==> src/rtl/score_digit_feeder_pkg.sv <==
// Shared widths and FSM encoding for the score digit feeder and its BCD adjust slice.
// NUM_W matches the num input width of the singleNumber glyph renderers.
package score_digit_feeder_pkg;

  localparam int BCD_W = 4;
  localparam int SR_W  = 20;
  localparam int NUM_W = 8;

  typedef enum logic [1:0] {
    IDLE  = 2'd0,
    SHIFT = 2'd1,
    DONE  = 2'd2
  } state_t;

endpackage

==> src/rtl/score_digit_feeder_bcd_adjust.sv <==
// One double-dabble correction slice: a BCD nibble of 5 or more gets 3 added
// so that the following left shift carries correctly into the next digit.
module score_digit_feeder_bcd_adjust
  import score_digit_feeder_pkg::*;
(
  input  logic [BCD_W-1:0] i_digit,
  output logic [BCD_W-1:0] o_digit
);

  assign o_digit = (i_digit >= BCD_W'(5)) ? i_digit + BCD_W'(3) : i_digit;

endmodule

==> src/rtl/score_digit_feeder.sv <==
// Converts an 8-bit score to three BCD digits with a sequential double-dabble engine and
// presents them to the glyph renderers, updating the shown digits only on the frame tick.
module score_digit_feeder
  import score_digit_feeder_pkg::*;
#(
  parameter int WIDTH    = 8,
  parameter int DIGITS   = 3,
  parameter int BLANK_LZ = 1
) (
  input  logic             clk,
  input  logic             reset,
  input  logic [WIDTH-1:0] i_value,
  input  logic             i_load,
  input  logic             i_frame_tick,
  output logic             o_busy,
  output logic [NUM_W-1:0] o_num2,
  output logic [NUM_W-1:0] o_num1,
  output logic [NUM_W-1:0] o_num0,
  output logic             o_blank2,
  output logic             o_blank1,
  output logic             o_digits_valid
);

  localparam int CNT_W  = $clog2(WIDTH);
  localparam int PEND_W = DIGITS * BCD_W;

  state_t              state, state_next;
  logic [SR_W-1:0]     sr, sr_next;
  logic [CNT_W-1:0]    cnt, cnt_next;
  logic                busy, busy_next;
  logic                done_now;
  logic [PEND_W-1:0]   adj_bcd;
  logic [PEND_W-1:0]   pending;
  logic                pend_valid;
  logic [PEND_W-1:0]   display;
  logic                blank2, blank1, digits_valid;

  for (genvar d = 0; d < DIGITS; d++) begin : g_adj
    score_digit_feeder_bcd_adjust u_adj (
      .i_digit (sr[WIDTH + d*BCD_W +: BCD_W]),
      .o_digit (adj_bcd[d*BCD_W +: BCD_W])
    );
  end

  always_ff @(posedge clk or negedge reset) begin
    if (!reset) begin
      state <= IDLE;
      sr    <= '0;
      cnt   <= '0;
      busy  <= 1'b0;
    end else begin
      state <= state_next;
      sr    <= sr_next;
      cnt   <= cnt_next;
      busy  <= busy_next;
    end
  end

  always_comb begin
    state_next = state;
    sr_next    = sr;
    cnt_next   = cnt;
    busy_next  = busy;
    done_now   = 1'b0;
    case (state)
      IDLE: begin
        if (i_load) begin
          sr_next    = SR_W'(i_value);
          cnt_next   = '0;
          busy_next  = 1'b1;
          state_next = SHIFT;
        end
      end
      SHIFT: begin
        sr_next  = SR_W'({adj_bcd, sr[WIDTH-1:0]} << 1);
        cnt_next = cnt + 1'b1;
        if (cnt == CNT_W'(WIDTH - 1)) state_next = DONE;
      end
      DONE: begin
        busy_next  = 1'b0;
        done_now   = 1'b1;
        state_next = IDLE;
      end
      default: state_next = IDLE;
    endcase
  end

  // The tick consumes the pending bank as it was before this edge; a result completing
  // on the same edge re-arms pend_valid afterwards and waits for the next frame.
  always_ff @(posedge clk or negedge reset) begin
    if (!reset) begin
      pending      <= '0;
      pend_valid   <= 1'b0;
      display      <= '0;
      blank2       <= 1'b0;
      blank1       <= 1'b0;
      digits_valid <= 1'b0;
    end else begin
      if (i_frame_tick && pend_valid) begin
        display      <= pending;
        pend_valid   <= 1'b0;
        digits_valid <= 1'b1;
        blank2       <= (BLANK_LZ != 0) && (pending[PEND_W-1 -: BCD_W] == '0);
        blank1       <= (BLANK_LZ != 0) && (pending[PEND_W-1 -: BCD_W] == '0)
                        && (pending[PEND_W-BCD_W-1 -: BCD_W] == '0);
      end
      if (done_now) begin
        pending    <= sr[SR_W-1:WIDTH];
        pend_valid <= 1'b1;
      end
    end
  end

  assign o_busy         = busy;
  assign o_num2         = NUM_W'(display[PEND_W-1 -: BCD_W]);
  assign o_num1         = NUM_W'(display[PEND_W-BCD_W-1 -: BCD_W]);
  assign o_num0         = NUM_W'(display[BCD_W-1:0]);
  assign o_blank2       = blank2;
  assign o_blank1       = blank1;
  assign o_digits_valid = digits_valid;

endmodule
==> config.mk <==
export PLATFORM = sky130hd
export DESIGN_NAME = score_digit_feeder
export DESIGN_NICKNAME = d
export VERILOG_FILES = /design/src/rtl/score_digit_feeder_pkg.sv /design/src/rtl/score_digit_feeder_bcd_adjust.sv /design/src/rtl/score_digit_feeder.sv
export SDC_FILE = /design/constraint.sdc
export NUM_CORES = 1
export LEC_CHECK = 0
export ABC_AREA = 1
export CAP_MARGIN = 20
export CORE_ASPECT_RATIO = 1.75
export CORE_MARGIN = 3
export CORE_UTILIZATION = 40
export CTS_CLUSTER_SIZE = 40
export DETAILED_ROUTE_END_ITERATION = 8
export PLACE_DENSITY_LB_ADDON = 0.1
export SYNTH_ARGS = -nofsm -noshare
export SYNTH_HDL_FRONTEND = slang
export SYNTH_SLANG_ARGS = --single-unit
==> constraint.sdc <==
create_clock -name clk -period 1.5 [get_ports clk]
set_clock_uncertainty 0.15 [all_clocks]
set_input_delay 0.225 -clock clk [delete_from_list [all_inputs] [get_ports clk]]
set_output_delay 0.225 -clock clk [all_outputs]
set_load 0.02 [all_outputs]
# Yosys cells after proc, flatten, opt, wreduce, memory -nomap -nowiden
# Index checks and enable logic that the tools add are counted.
# Widths: inputs -> output; s select.
# totals
reg_bits,54
output_inout_bits,28
elab_cells,48
# op_classes
add_sub_neg,4
n_lt_le_gt_ge,3
n_eq_ne,5
muxes,15
reduce_logical,11
# ops
op,n
$pmux 20 s2,1
$mux 20,1
$ge 4x3->1 const B,3
$add 4x2->4 const B,2
$logic_not 4->1,2
$mux 4,2
$mux 3,2
$pmux 3 s2,1
$reduce_and 2->1,3
$reduce_bool 2->1,3
$mux 1,4
$mux 2,2
$ne 2x2->1 const B,2
$pmux 2 s2,1
$add 3x1->3 const B,1
$add 3x2->3 const B,1
$eq 3x3->1 const B,1
$eq 2x1->1 const B,1
$eq 2x2->1 const B,1
$logic_and 1x1->1,2
$logic_not 2->1,1
$pmux 1 s2,1

# Longest topological paths before layout
# Gate-level depths: netlist (run 1).
# logic_depth
word_depth,3
ltp_mapped,8

# Modules after synthesis
# Synthesis (run 1) repeated with hierarchy kept, for this count alone.
# unflattened
hier_cells,329
area_unflattened_um2,2718.9
# by_module_without_submodules
module,n_inst,cells_per_inst,area_per_inst_um2,seq_area_each_um2
score_digit_feeder,1,260,2313.5,1351.3
score_digit_feeder_bcd_adjust,3,23,135.1,0.0

# Least setup slack after synthesis (run 1)
# Ideal clock, no wire load.
# synth_timing
kind,flip-flop to flip-flop
from,register cnt[0]
to,register cnt[2]
setup_time_ns,0.121
t_arrival_ns,1.059
t_required_ns,1.229
slack_ns,0.170
path_stages_with_launch,4
synth_period_minus_slack_ns,1.330
path_cell_list,dfrtp_1 ha_1 ha_1 a22o_2
# synth_via
elab_chain_len,2
# synth_rtl
item,line_no,text
"start, declared",score_digit_feeder.sv:29,"logic [CNT_W-1:0] cnt, cnt_next;"
"start signal, assigned",score_digit_feeder.sv:54,cnt <= cnt_next;
$add 3x1->3,score_digit_feeder.sv:76,cnt_next = cnt + 1'b1;
$pmux 3 s2,score_digit_feeder.sv:65,case (state)
# No other way between the ends.
# A chain may end at the register's enable or synchronous reset.

# Worst setup path in the final report (run 1)
# layout_timing
from,register display[5]
to,output port o_num1[1]
# layout_rtl
item,line_no,text
"start, declared",score_digit_feeder.sv:35,logic [PEND_W-1:0] display;
"start signal, assigned",score_digit_feeder.sv:100,display <= pending;
"end, declared",score_digit_feeder.sv:17,"output logic [NUM_W-1:0] o_num1,"
# No word-level cell between the ends.

==> results of run 1 <==
[worst max-delay path by stage]
stage | cells past startpoint | end
after floorplan | 3 | cnt[2]
after global placement | 6 | sr[0]
after detailed placement | 6 | sr[0]
after CTS | 7 | sr[12]
after global routing | 8 | sr[10]
final | 1 | o_num1[1]
[repair_timing]
| action | 4_1_cts | 5_1_grt |
|---|---|---|
| resized for setup | 16 | 3 |
| endpoints found under the hold margin | 14 | 0 |
| endpoints found under the setup margin | 16 | 11 |
| pin swaps | 0 | 0 |
| hold buffers | 1 | 0 |
| setup buffers | 0 | 6 |
[state kept, by name, indices dropped and copies added (netlist names)]
name and flops:
sr 20, display 12, pending 12, cnt 3, state 2, o_blank1 1, o_blank2 1, o_busy 1
o_digits_valid 1, pend_valid 1
[report_power, final]
group          switching, W  total, W  internal, W
clock network      0.000470  0.000790     0.000320
logic               0.00145   0.00249      0.00104
registers          0.000320   0.00234      0.00202
[layout make-up]
| class | instances | share of cell area (%) |
|---|---|---|
| repair buffers | 50 | 14.5 |
| flip-flops and latches | 54 | 44.0 |
| multi-input cells | 187 | 30.5 |
| inverters | 41 | 5.02 |
| clock buffers | 5 | 2.24 |
| well taps | 78 | 3.18 |
| clock inverters | 2 | 0.489 |
[placed cells by master, fill, tap and decap left out, drive strengths merged]
master,n
clkdlybuf4s50,10
nor2,5
inv,41
dlygate4sd3,1
conb,12
clkbuf,5
o21ai,46
dfrtp,54
o22ai,4
o21bai,2
nand3,14
clkinvlp,2
a21oi,3
ha,8
mux2,1
nand2,83
nand4,6
buf,23
a22o,2
dlygate4sd2,16
nor3,1
[per-stage QoR]
stage	hold WS [ns]	utilization, %	setup TNS [ns]	std cells
2_1_floorplan	-0.221	-	0	303
3_3_place_gp	0.0141	48.9	0	403
3_5_place_dp	0.0114	48.9	-0.00747	403
4_1_cts	0.210	50.1	0	411
5_1_grt	0.237	51.0	-0.0122	417
6_report	0.206	51.0	0	417
[routing by layer]
metal  global-route usage [%]  routed length, µm
met1                     16.1               1940
met2                     23.0               2350
met3                     2.52                183
met4                     4.48                 64
met5                        0                  0
[cells by family (layout without fill, tap and decap cells)]
group	after synthesis	count (layout)	share of synthesized area, %
adder cells (fa/ha/maj)	8	8	3.94
buffers and inverters	62	98	11.8
AO/OA/AOI/OAI	57	57	12.2
AND/OR/NAND/NOR	109	109	18.3
flip-flops	54	54	53.2
multiplexers	1	1	0.443
other	1	12	0.148
==> impl_metrics.csv, run 1 <==
group,metric,value,unit
critical_path,reg2reg_slack,0.11,ns
cts,cts_buffers,5,
yosys,ys_seq_area_share,53.2,%
floorplan,start_util,42.2,%
critical_path,crit_path_cell_trace,"dlygate4sd2_1",
place,dp_hpwl,3370,µm
final_layout,finalInstanceArea,3070,µm²
floorplan,rows,37,
routing,viasPerCell,4.59,
sta,setup_viol,0,
final_layout,regArea,1350,µm²
critical_path,required,1.12,ns
critical_path,worstReg2RegStart,"sr[16]",
cts,clockRootBuffer,"clkbuf_8",
sta,post-route-period-util,93.3,%
floorplan,core-area,6020,µm²
global_route,first_global_vias,1750,
critical_path,cp-start-kind,"flop",
cts,clk-insertion-delay-late,0.30,ns
sta,setup_slack,0.0999,ns
critical_path,worst-path-buf-inv,1,
critical_path,slowest_delay,0.40,ns
yosys,synth_area,2540,µm²
power,power_density,1830,nW/µm²
floorplan,fp.dieW,66.3,µm
power,total_power,0.00563,W
yosys,synthCells,292,
place,detailed_place.area,2940,µm²
routing,routedWlPerCell,10.9,µm
critical_path,path_class,"reg -> out",
yosys,synth_area_leaders,"dfrtp_1, nand2_1, o21ai_0",
sta,finalCriticalPeriod,1.40,ns
sta,hold_viol_final,0,
floorplan,die-area,7380,µm²
final_layout,layout-drive-gt1-share,12.1,%
cts,cts_tree,"yes",
critical_path,r2r-end,"sr[18]",
job,max-cap-violations,0,
routing,routed_wirelength,4540,µm
place,gp_congestion,0.844,
place,dp_slack,-0.00747,ns
yosys,yosysMostFrequentCell,"nand2_1",
yosys,async_reset_ff_share,100,%
global_route,antenna_found_initial,0,
global_route,grt_usage,13.3,%
cts,path_clk_slew,0.10,ns
worst_hold_path,min_path_type,"in -> async",
power,ir_drop,0.00115,V
routing,vias,1913,
floorplan,dieHeight,111,µm
yosys,synth_top_cell_area_share,53.2,%
global_route,gr-total-overflow,0,
critical_path,r2r_cells,8,
routing,ant_nets,0,
cts,cts_num_sinks,54,
final_layout,antenna_cells,0,
global_route,grt_max_degree,28,
yosys,synth-seq-cells,54,
cts,htree_levels,2,
sta,clock.fmax,714,MHz
critical_path,cp-startpoint,"display[5]",
routing,drt_iter0_drc,80,
sta,slew_violations,0,
yosys,synthTopCellsByCount,"nand2_1, dfrtp_1, o21ai_0",
yosys,synth_area_per_cell,8.70,µm²
critical_path,crit_path_top_delay_cell,"dfrtp_1",
yosys,synth_cell_types,23,
status,outcome,"finished, final reports clean",
yosys,synth_area_leader_cell,"dfrtp_1",
final_layout,area_delta_synth_final,20.7,%
final_layout,fill_cells,597,
floorplan,io_pins,40,
yosys,synth-main-ff-cell,"dfrtp_1",
cts,clk_path_buf_depth,2,
place,io_buffers,27,
critical_path,arrival,1.03,ns
critical_path,end_kind,"primary output",
yosys,ys_warn_count,0,
global_route,grt_pass1_wl,7820,µm
final_layout,multi_input_area,936,µm²
critical_path,cp_max_fo,2,
yosys,synth_edf_count,0,
power,p_leak,1.57,nW
final_layout,fin_nets,359,
routing,dr.pass1.iters,4,
critical_path,critical-path-top-delay-family,"flip-flops",
routing,remaining_drc_errors,0,
Power figures use the tool's default switching activity.
==> run 2: changes to the inputs <==
--- a/config.mk
+++ b/config.mk
@@ -12,7 +12,10 @@
 export CORE_UTILIZATION = 40
 export CTS_CLUSTER_SIZE = 40
 export DETAILED_ROUTE_END_ITERATION = 8
+export GPL_TIMING_DRIVEN = 0
 export PLACE_DENSITY_LB_ADDON = 0.1
+export SKIP_LAST_GASP = 1
+export SLEW_MARGIN = 20
 export SYNTH_ARGS = -nofsm -noshare
 export SYNTH_HDL_FRONTEND = slang
 export SYNTH_SLANG_ARGS = --single-unit
==> impl_metrics.csv, run 2 (synthesis gave the netlist of run 1 again) <==
group,metric,value,unit
status,outcome,"finished, final reports clean",
global_route,first_global_vias,1722,
critical_path,end_kind,"primary output",
final_layout,fill_cells,614,
global_route,grt_pass1_wl,8090,µm
critical_path,worstReg2RegStart,"cnt[0]",
final_layout,multi_input_area,938,µm²
critical_path,path_class,"reg -> out",
final_layout,layout_commonest_cell,"nand2_1",
global_route,antenna_found_initial,0,
critical_path,r2r-end,"cnt[2]",
power,total_power,0.00565,W
floorplan,fp.dieW,66.3,µm
critical_path,arrival,1.02,ns
sta,clock.fmax,716,MHz
power,power_density,1830,nW/µm²
sta,slew_violations,0,
sta,fin_tns_setup,0,ns
power,intPower,0.00338,W
routing,vias,1935,
sta,setup_viol,0,
sta,fin_hold_ws,0.314,ns
worst_hold_path,min_path_type,"reg -> reg",
cts,htree_levels,2,
global_route,grt_usage,14.1,%
sta,post-route-period-util,93.1,%
floorplan,die-area,7380,µm²
critical_path,cp_max_fo,2,
cts,cts_tree,"yes",
power,seqPwrFrac,42.1,%
sta,finalCriticalPeriod,1.40,ns
floorplan,core-area,6020,µm²
critical_path,crit_path_top_delay_cell,"dfrtp_1",
critical_path,critical-path-top-delay-family,"flip-flops",
critical_path,reg2reg_slack,0.11,ns
routing,routedWlPerCell,11.4,µm
routing,drt_iter0_drc,81,
cts,clk_path_buf_depth,2,
cts,clk-insertion-delay-late,0.31,ns
final_layout,regArea,1350,µm²
critical_path,r2r_cells,3,
job,max-cap-violations,0,
final_layout,final_cell_mix,"nand2_1, dfrtp_1, o21ai_0, inv_1, buf_4",
place,dp_hpwl,3500,µm
power,swShare,40.0,%
routing,dr.pass1.iters,4,
routing,ant_nets,0,
floorplan,dieHeight,111,µm
final_layout,antenna_cells,0,
routing,routed_wirelength,4800,µm
global_route,grt_max_degree,55,
cts,cts_num_sinks,54,
critical_path,path_depth,1,
floorplan,io_pins,40,
power,p_leak,1.60,nW
final_layout,instances_no_fill,423,
final_layout,fin_nets,364,
final_layout,layout-drive-gt1-share,14.2,%
cts,cts_buffers,5,
final_layout,top_register,"sr",
final_layout,area_delta_synth_final,21.6,%
power,combPwrFrac,42.7,%
power,switchingPower,0.00226,W
final_layout,finalInstanceArea,3090,µm²
sta,max_slew_margin,55.2,%
critical_path,cp-start-kind,"flop",
power,p_clk_share,15.2,%
critical_path,slowest_delay,0.39,ns
critical_path,required,1.12,ns
critical_path,crit_path_cell_trace,"dlygate4sd2_1",
worst_hold_path,min_from,"o_digits_valid",
place,dp.cells,408,
sta,worst_pin_slew,0.671,ns
worst_hold_path,hold_path_end,"o_digits_valid",
place,gp_congestion,0.858,
floorplan,start_util,42.2,%
final_layout,largest_reg_flops,20,
power,ir_drop,0.000901,V
routing,remaining_drc_errors,0,
cts,clockRootBuffer,"clkbuf_8",
global_route,gr-total-overflow,0,
worst_hold_path,hold-path-cell-count,2,
cts,path_clk_slew,0.09,ns
place,detailed_place.area,2950,µm²
sta,hold_viol_final,0,
routing,viasPerCell,4.57,
place,io_buffers,27,
critical_path,worst-path-buf-inv,1,
floorplan,rows,37,
final_layout,reg.largest.list,"sr: 20 flops, display: 12 flops, pending: 12 flops",
[run 2: cell count changes in the layout (fill, tap and decap cells not counted)]
cell	previous run	this run
clkbuf_2	0	3
buf_12	2	0
buf_2	1	3
buf_6	0	2
clkbuf_8	5	6
clkinv_2	0	1
clkinvlp_4	2	1
dfrtp_1	54	53
dfrtp_2	0	1
nand2_1	82	81
nand2_2	0	1
[run 2: power by group through the flow]
| stage | sequential (W) | clock [W] | combinational (W) |
|---|---|---|---|
| finish | 0.00238 | 0.000855 | 0.00241 |
| global route | 0.00245 | 0.000950 | 0.00277 |
| CTS | 0.00239 | 0.000886 | 0.00233 |
| detailed placement | 0.00243 | 0 | 0.00240 |
| global placement | 0.00241 | 0 | 0.00237 |
| floorplan | 0.00250 | 0 | 0.00158 |
[run 2: per-layer routing]
layer	GRT usage [%]	wire length, µm
met1	17.0	2000
met2	23.9	2490
met3	2.52	201
met4	6.11	106
met5	0	0
[run 2: how the worst max path moves through the flow]
stage / start / end
floorplan: cnt[0] / cnt[2]
finish: display[2] / o_num0[2]
global placement: reset / cnt[1]
global route: sr[12] / sr[13]
detailed placement: i_frame_tick / display[2]
CTS: state[1] / pending[10]
[run 2: per-stage QoR]
stage	util, %	setup slack, ns
finish	51.4	0.104
global route	51.4	-0.00386
CTS	50.4	0.0172
detailed placement	49.0	-0.320
global placement	49.0	-1.64
floorplan	-	0.170
[run 2: timing repair]
| action | CTS | global route |
|---|---|---|
| gates resized for setup | 18 | 8 |
| gates cloned | 0 | 0 |
| hold buffers | 1 | 0 |
| setup buffers | 0 | 6 |
| endpoints found under the setup margin | 21 | 29 |
| hold endpoints to repair | 54 | 0 |
[run 2: area by class of cell]
cell class | count | share of cell area (%)
Buffer | 21 | 4.86
Sequential cell | 54 | 43.8
Timing Repair Buffer | 34 | 9.80
Multi-Input combinational cell | 187 | 30.4
Clock inverter | 2 | 0.405
Clock buffer | 6 | 2.67
Inverter | 41 | 4.98
Tap cell | 78 | 3.16
